File: config.mk
export PLATFORM = sky130hd
export DESIGN_NAME = mx4_rr_arbiter
export DESIGN_NICKNAME = d
export VERILOG_FILES = /design/src/rtl/mx4_rr_arbiter_pkg.sv /design/src/rtl/mx2.sv /design/src/rtl/mx4.sv /design/src/rtl/mx4_rr_arbiter.sv
export SDC_FILE = /design/constraint.sdc
export NUM_CORES = 1
export LEC_CHECK = 0
export ABC_CLOCK_PERIOD_IN_PS = 5650
export CAP_MARGIN = 20
export CORE_MARGIN = 1.5
export CORE_UTILIZATION = 50
export CTS_CLUSTER_DIAMETER = 120
export DETAILED_ROUTE_END_ITERATION = 12
export GPL_TIMING_DRIVEN = 0
export HOLD_SLACK_MARGIN = 0.02
export PLACE_DENSITY = 0.9
export SKIP_CTS_REPAIR_TIMING = 1
export SYNTH_ARGS = -nofsm -noshare
export SYNTH_HDL_FRONTEND = slang
export SYNTH_HIERARCHICAL = 1
export SYNTH_SLANG_ARGS = --single-unit
File: constraint.sdc
create_clock -name clk -period 5.65 [get_ports clk]
set_input_delay 1.13 -clock clk [delete_from_list [all_inputs] [get_ports clk]]
set_output_delay 1.13 -clock clk [all_outputs]
set_load 0.005 [all_outputs]
File: src/rtl/mx4_rr_arbiter_pkg.sv
// Shared types and helpers for the round-robin 4:1 mux arbiter.
// Holds the state encoding, the requester count and the circular priority scan.
package mx4_rr_arbiter_pkg;

    localparam int unsigned NREQ  = 4;
    localparam int unsigned SEL_W = 2;

    typedef enum logic {
        IDLE  = 1'b0,
        GRANT = 1'b1
    } state_t;

    typedef struct packed {
        logic             found;
        logic [SEL_W-1:0] idx;
    } pick_t;

    function automatic logic [NREQ-1:0] onehot(input logic [SEL_W-1:0] idx);
        logic [NREQ-1:0] v;
        v      = '0;
        v[idx] = 1'b1;
        return v;
    endfunction

    // Scan req circularly from ptr+1; walking the offsets high-to-low lets the nearest win.
    function automatic pick_t rr_pick(input logic [NREQ-1:0] req, input logic [SEL_W-1:0] ptr);
        pick_t            p;
        logic [SEL_W-1:0] cand;
        p = '0;
        for (int i = NREQ; i >= 1; i--) begin
            cand = ptr + SEL_W'(i);
            if (req[cand]) begin
                p.found = 1'b1;
                p.idx   = cand;
            end
        end
        return p;
    endfunction

endpackage

File: src/rtl/mx2.sv
// 1-bit 2:1 multiplexer, the leaf cell of the shared datapath.
module mx2 (
    input  logic i_a,
    input  logic i_b,
    input  logic i_s,
    output logic o_y
);

    assign o_y = i_s ? i_b : i_a;

endmodule

File: src/rtl/mx4.sv
// 1-bit 4:1 multiplexer built as a two-level tree of mx2 cells.
module mx4 (
    input  logic       i_d0,
    input  logic       i_d1,
    input  logic       i_d2,
    input  logic       i_d3,
    input  logic [1:0] i_s,
    output logic       o_y
);

    logic w_lo;
    logic w_hi;

    mx2 u_mx2_lo (
        .i_a (i_d0),
        .i_b (i_d1),
        .i_s (i_s[0]),
        .o_y (w_lo)
    );

    mx2 u_mx2_hi (
        .i_a (i_d2),
        .i_b (i_d3),
        .i_s (i_s[0]),
        .o_y (w_hi)
    );

    mx2 u_mx2_out (
        .i_a (w_lo),
        .i_b (w_hi),
        .i_s (i_s[1]),
        .o_y (o_y)
    );

endmodule

File: src/rtl/mx4_rr_arbiter.sv
// Round-robin arbiter sharing one WIDTH-bit 4:1 mux among four requesters.
// Grants are quantum-limited to MAX_HOLD cycles while others wait; y/valid are registered.
module mx4_rr_arbiter
    import mx4_rr_arbiter_pkg::*;
#(
    parameter int unsigned WIDTH    = 8,
    parameter int unsigned MAX_HOLD = 4
) (
    input  logic             clk,
    input  logic             reset,
    input  logic [NREQ-1:0]  req,
    input  logic [WIDTH-1:0] d0,
    input  logic [WIDTH-1:0] d1,
    input  logic [WIDTH-1:0] d2,
    input  logic [WIDTH-1:0] d3,
    output logic [NREQ-1:0]  gnt,
    output logic [SEL_W-1:0] sel,
    output logic [WIDTH-1:0] y,
    output logic             valid
);

    localparam int unsigned       HOLD_W   = $clog2(MAX_HOLD + 1);
    localparam logic [HOLD_W-1:0] HOLD_MAX = HOLD_W'(MAX_HOLD);
    localparam logic [HOLD_W-1:0] HOLD_ONE = HOLD_W'(1);

    state_t            r_state;
    state_t            w_state_d;
    logic [SEL_W-1:0]  r_ptr;
    logic [SEL_W-1:0]  w_ptr_d;
    logic [HOLD_W-1:0] r_hold;
    logic [HOLD_W-1:0] w_hold_d;
    logic [NREQ-1:0]   r_gnt;
    logic [NREQ-1:0]   w_gnt_d;
    logic [SEL_W-1:0]  r_sel;
    logic [SEL_W-1:0]  w_sel_d;
    logic [WIDTH-1:0]  r_y;
    logic [WIDTH-1:0]  w_y_d;
    logic              r_valid;
    logic              w_valid_d;

    logic [WIDTH-1:0]  w_mux_y;
    logic              w_own_req;
    logic              w_others;
    logic              w_release;
    logic              w_expire;
    logic              w_rescan;
    pick_t             w_pick_ptr;
    pick_t             w_pick_own;

    for (genvar b = 0; b < WIDTH; b++) begin : g_bit
        mx4 u_mx4 (
            .i_d0 (d0[b]),
            .i_d1 (d1[b]),
            .i_d2 (d2[b]),
            .i_d3 (d3[b]),
            .i_s  (r_sel),
            .o_y  (w_mux_y[b])
        );
    end

    assign w_own_req  = req[r_sel];
    assign w_others   = |(req & ~onehot(r_sel));
    assign w_release  = (r_state == GRANT) && !w_own_req;
    assign w_expire   = (r_state == GRANT) && w_own_req && (r_hold == HOLD_MAX) && w_others;
    assign w_rescan   = w_release || w_expire;
    assign w_pick_ptr = rr_pick(req, r_ptr);
    // Rescans start after the current owner, so an expiring owner cannot re-win.
    assign w_pick_own = rr_pick(req, r_sel);

    always_ff @(posedge clk or posedge reset) begin
        if (reset) begin
            r_state <= IDLE;
            r_ptr   <= SEL_W'(NREQ - 1);
            r_hold  <= '0;
            r_gnt   <= '0;
            r_sel   <= '0;
            r_y     <= '0;
            r_valid <= 1'b0;
        end else begin
            r_state <= w_state_d;
            r_ptr   <= w_ptr_d;
            r_hold  <= w_hold_d;
            r_gnt   <= w_gnt_d;
            r_sel   <= w_sel_d;
            r_y     <= w_y_d;
            r_valid <= w_valid_d;
        end
    end

    always_comb begin
        w_state_d = r_state;
        w_ptr_d   = r_ptr;
        w_hold_d  = r_hold;
        unique case (r_state)
            IDLE: begin
                if (w_pick_ptr.found) begin
                    w_state_d = GRANT;
                    w_hold_d  = HOLD_ONE;
                end
            end
            GRANT: begin
                if (w_rescan) begin
                    w_ptr_d = r_sel;
                    if (w_pick_own.found) begin
                        w_hold_d = HOLD_ONE;
                    end else begin
                        w_state_d = IDLE;
                        w_hold_d  = '0;
                    end
                end else if (r_hold == HOLD_MAX) begin
                    w_hold_d = HOLD_ONE;
                end else begin
                    w_hold_d = r_hold + HOLD_ONE;
                end
            end
            default: begin
                w_state_d = IDLE;
            end
        endcase
    end

    always_comb begin
        w_gnt_d   = r_gnt;
        w_sel_d   = r_sel;
        w_y_d     = r_y;
        w_valid_d = 1'b0;
        unique case (r_state)
            IDLE: begin
                if (w_pick_ptr.found) begin
                    w_sel_d = w_pick_ptr.idx;
                    w_gnt_d = onehot(w_pick_ptr.idx);
                end else begin
                    w_gnt_d = '0;
                end
            end
            GRANT: begin
                if (w_own_req) begin
                    w_y_d     = w_mux_y;
                    w_valid_d = 1'b1;
                end
                if (w_rescan) begin
                    if (w_pick_own.found) begin
                        w_sel_d = w_pick_own.idx;
                        w_gnt_d = onehot(w_pick_own.idx);
                    end else begin
                        w_gnt_d = '0;
                    end
                end
            end
            default: begin
                w_gnt_d = '0;
            end
        endcase
    end

    assign gnt   = r_gnt;
    assign sel   = r_sel;
    assign y     = r_y;
    assign valid = r_valid;

endmodule
==> impl_metrics.py <==
metrics = {
    "run_status": {
        "status": "complete, no violations",
    },
    "die": {
        "die_area_um2": 3770,
        "start_util_pct": 51.4,
        "fp.dieW_um": 61.4,
        "rows": 21,
        "design.portCount": 53,
        "die_h_um": 61.4,
        "core-area_um2": 3310,
    },
    "final_layout": {
        "mostFrequentLayoutCell": "clkdlybuf4s50_1",
        "syn2layout_area_growth_pct": 37.2,
        "layout_common_cells": "52 x clkdlybuf4s50_1, 25 x mux2_4, 19 x dfrtp_1",
        "nets": 260,
        "nFillCells": 258,
        "seqCellArea_um2": 528,
        "multi_input_area_um2": 1100,
        "insertedDiodeCount": 0,
        "drive_gt1_share_pct": 25.1,
        "design_area_um2": 2340,
    },
    "timing": {
        "fin_setup_tns_ns": 0,
        "fmax_mhz": 321,
        "whs_ns": 0.511,
        "finClkSkew_ns": 0.00289,
        "setup_violations": 0,
        "grt_setup_unrepaired": "no",
        "min_period_ns": 3.12,
        "slew_headroom_pct": 25.0,
        "maxSlewViolCount": 0,
        "fin_ws_ns": 2.53,
        "worst_pin_slew_ns": 1.11,
        "hold_violations": 0,
        "period_share_pct": 55.2,
    },
    "synth": {
        "avgSynthCellArea_um2": 10.8,
        "synthDistinctLibCells": 42,
        "async_flop_share_pct": 100,
        "synthFlopType": "dfrtp_1",
        "synth-edff-count": 0,
        "synth_fp_nets": 202,
        "ys_ff_latch": 21,
        "synth_cells": 158,
        "yosysSeqAreaShare_pct": 31.0,
        "yosys_warnings": 6,
        "synth_area_um2": 1700,
    },
    "clock_tree": {
        "clock_latency_ns": 0.31,
        "cts_tree": "done",
        "htreeDepth": 1,
        "numClockSinks": 21,
        "clockBufferDepth": 2,
        "clk_pin_slew_worst_paths_ns": 0.13,
        "numCtsBuffers": 3,
        "cts_root_buf": "clkbuf_4",
    },
    "power": {
        "vdd_drop_max_mv": 0.279,
        "power_leakage_uw": 0.00102,
        "total_power_uw": 1200,
        "powerDensity_nw_per_um2": 512,
    },
    "drt": {
        "postRouteAntennaNets": 0,
        "via_per_inst": 5.50,
        "routed_wl_um": 3990,
        "first_pass_iters": 4,
        "wire_per_inst_um": 15.3,
        "drc": 0,
        "num_vias": 1436,
        "first_iter_violations": 54,
    },
    "global_route": {
        "grt_max_degree": 24,
        "grt_pass1_wl_um": 5920,
        "gr-total-overflow": 0,
        "grt_antenna_before_repair": 0,
        "grt_pass1_vias": 1331,
        "track_usage_pct": 21.3,
    },
    "placed_design": {
        "preCtsSetupSlack_ns": 2.12,
        "place_area_um2": 2280,
        "portBuffers": 52,
        "gp_congestion": 0.888,
        "place_hpwl_um": 3090,
    },
    "worst_setup_path": {
        "cp.required_ns": 5.89,
        "r2r_setup_slack_ns": 2.53,
        "end_kind": "register",
        "crit_fanout": 12,
        "critPathLaunchType": "register",
        "path_class": "reg2reg",
        "arrival_ns": 3.36,
    },
    "hold_path": {
        "worstHoldPathType": "reg2reg",
    },
    "run": {
        "cap_violations": 0,
    },
}
==> cells in the mapped netlist, drive strengths merged (3+ instances only) <==
cell,instances,area [um^2]
buf,8,40.0
o21ai,7,35.0
nor2b,3,18.8
nand2,7,26.3
dfrtp,19,475
mux2i,4,40.0
nand2b,11,71.3
nand3,3,15.0
inv,8,30.0
nor2,9,33.8
ha,6,75.1
mux2,36,499
a31oi,4,25.0
==> per-layer routing <==
metal | vias up | wire (um) | track usage [%]
met1 | 696 | 1650 | 27.0
met4 | 0 | 36 | 5.78
met3 | 4 | 167 | 2.52
met5 | - | 0 | 0
li1 | 695 | - | -
met2 | 41 | 2140 | 38.4
==> per-stage QoR <==
step | cells | util, %
6_report | 261 | 70.6
5_1_grt | 261 | 70.6
4_1_cts | 260 | 69.7
3_5_place_dp | 256 | 68.9
3_3_place_gp | 256 | 68.9
2_1_floorplan | 158 | -
==> critical path, stage by stage, from the launching register on <==
cell	delay (ns)
dfrtp_1	0.79
buf_2	0.33
inv_1	0.11
ha_1	0.30
buf_2	0.21
mux2_4	0.31
o32a_1	0.29
o31a_1	0.16
or3_1	0.39
o21ai_0	0.15
==> worst paths after layout <==
kind | to | depth (start not counted) | start
min | r_hold[2] | 1 | r_hold[2]
max in group asynchronous | sel[0] | 2 | reset
min reg2reg | r_hold[2] | 1 | r_hold[2]
min in group asynchronous | valid | 2 | reset
max reg2reg | gnt[2] | 9 | sel[1]
max | gnt[2] | 9 | sel[1]
==> state kept, by name (all words and copies together) (netlist names) <==
register  cells
gnt           4
y             8
r_ptr         2
r_state       1
sel           2
r_hold        3
valid         1
==> logic make-up (layout without fill, tap and decap cells) <==
family,Yosys count,count (layout),share of synthesized area (%)
adder cells (fa/ha/maj),6,6,4.41
AND/OR/NAND/NOR,41,41,12.7
flip-flops,21,21,31.0
multiplexers,41,41,33.0
buffers and inverters,17,74,4.34
AO/OA/AOI/OAI,32,32,14.5
==> layout make-up <==
class	count	area share, %
plain buffers	9	1.87
clock inverters	1	0.214
multi-input cells	120	47.1
repair buffers	53	23.5
clock buffers	3	0.964
flip-flops and latches	21	22.6
inverters	8	1.29
well taps	46	2.46
==> where the power goes <==
group          internal, uW  switching (uW)
Sequential              231            72.2
Combinational           474             341
Clock                  26.5            50.1
Total                   732             464
No activity file was read; power rests on OpenSTA's default activity.
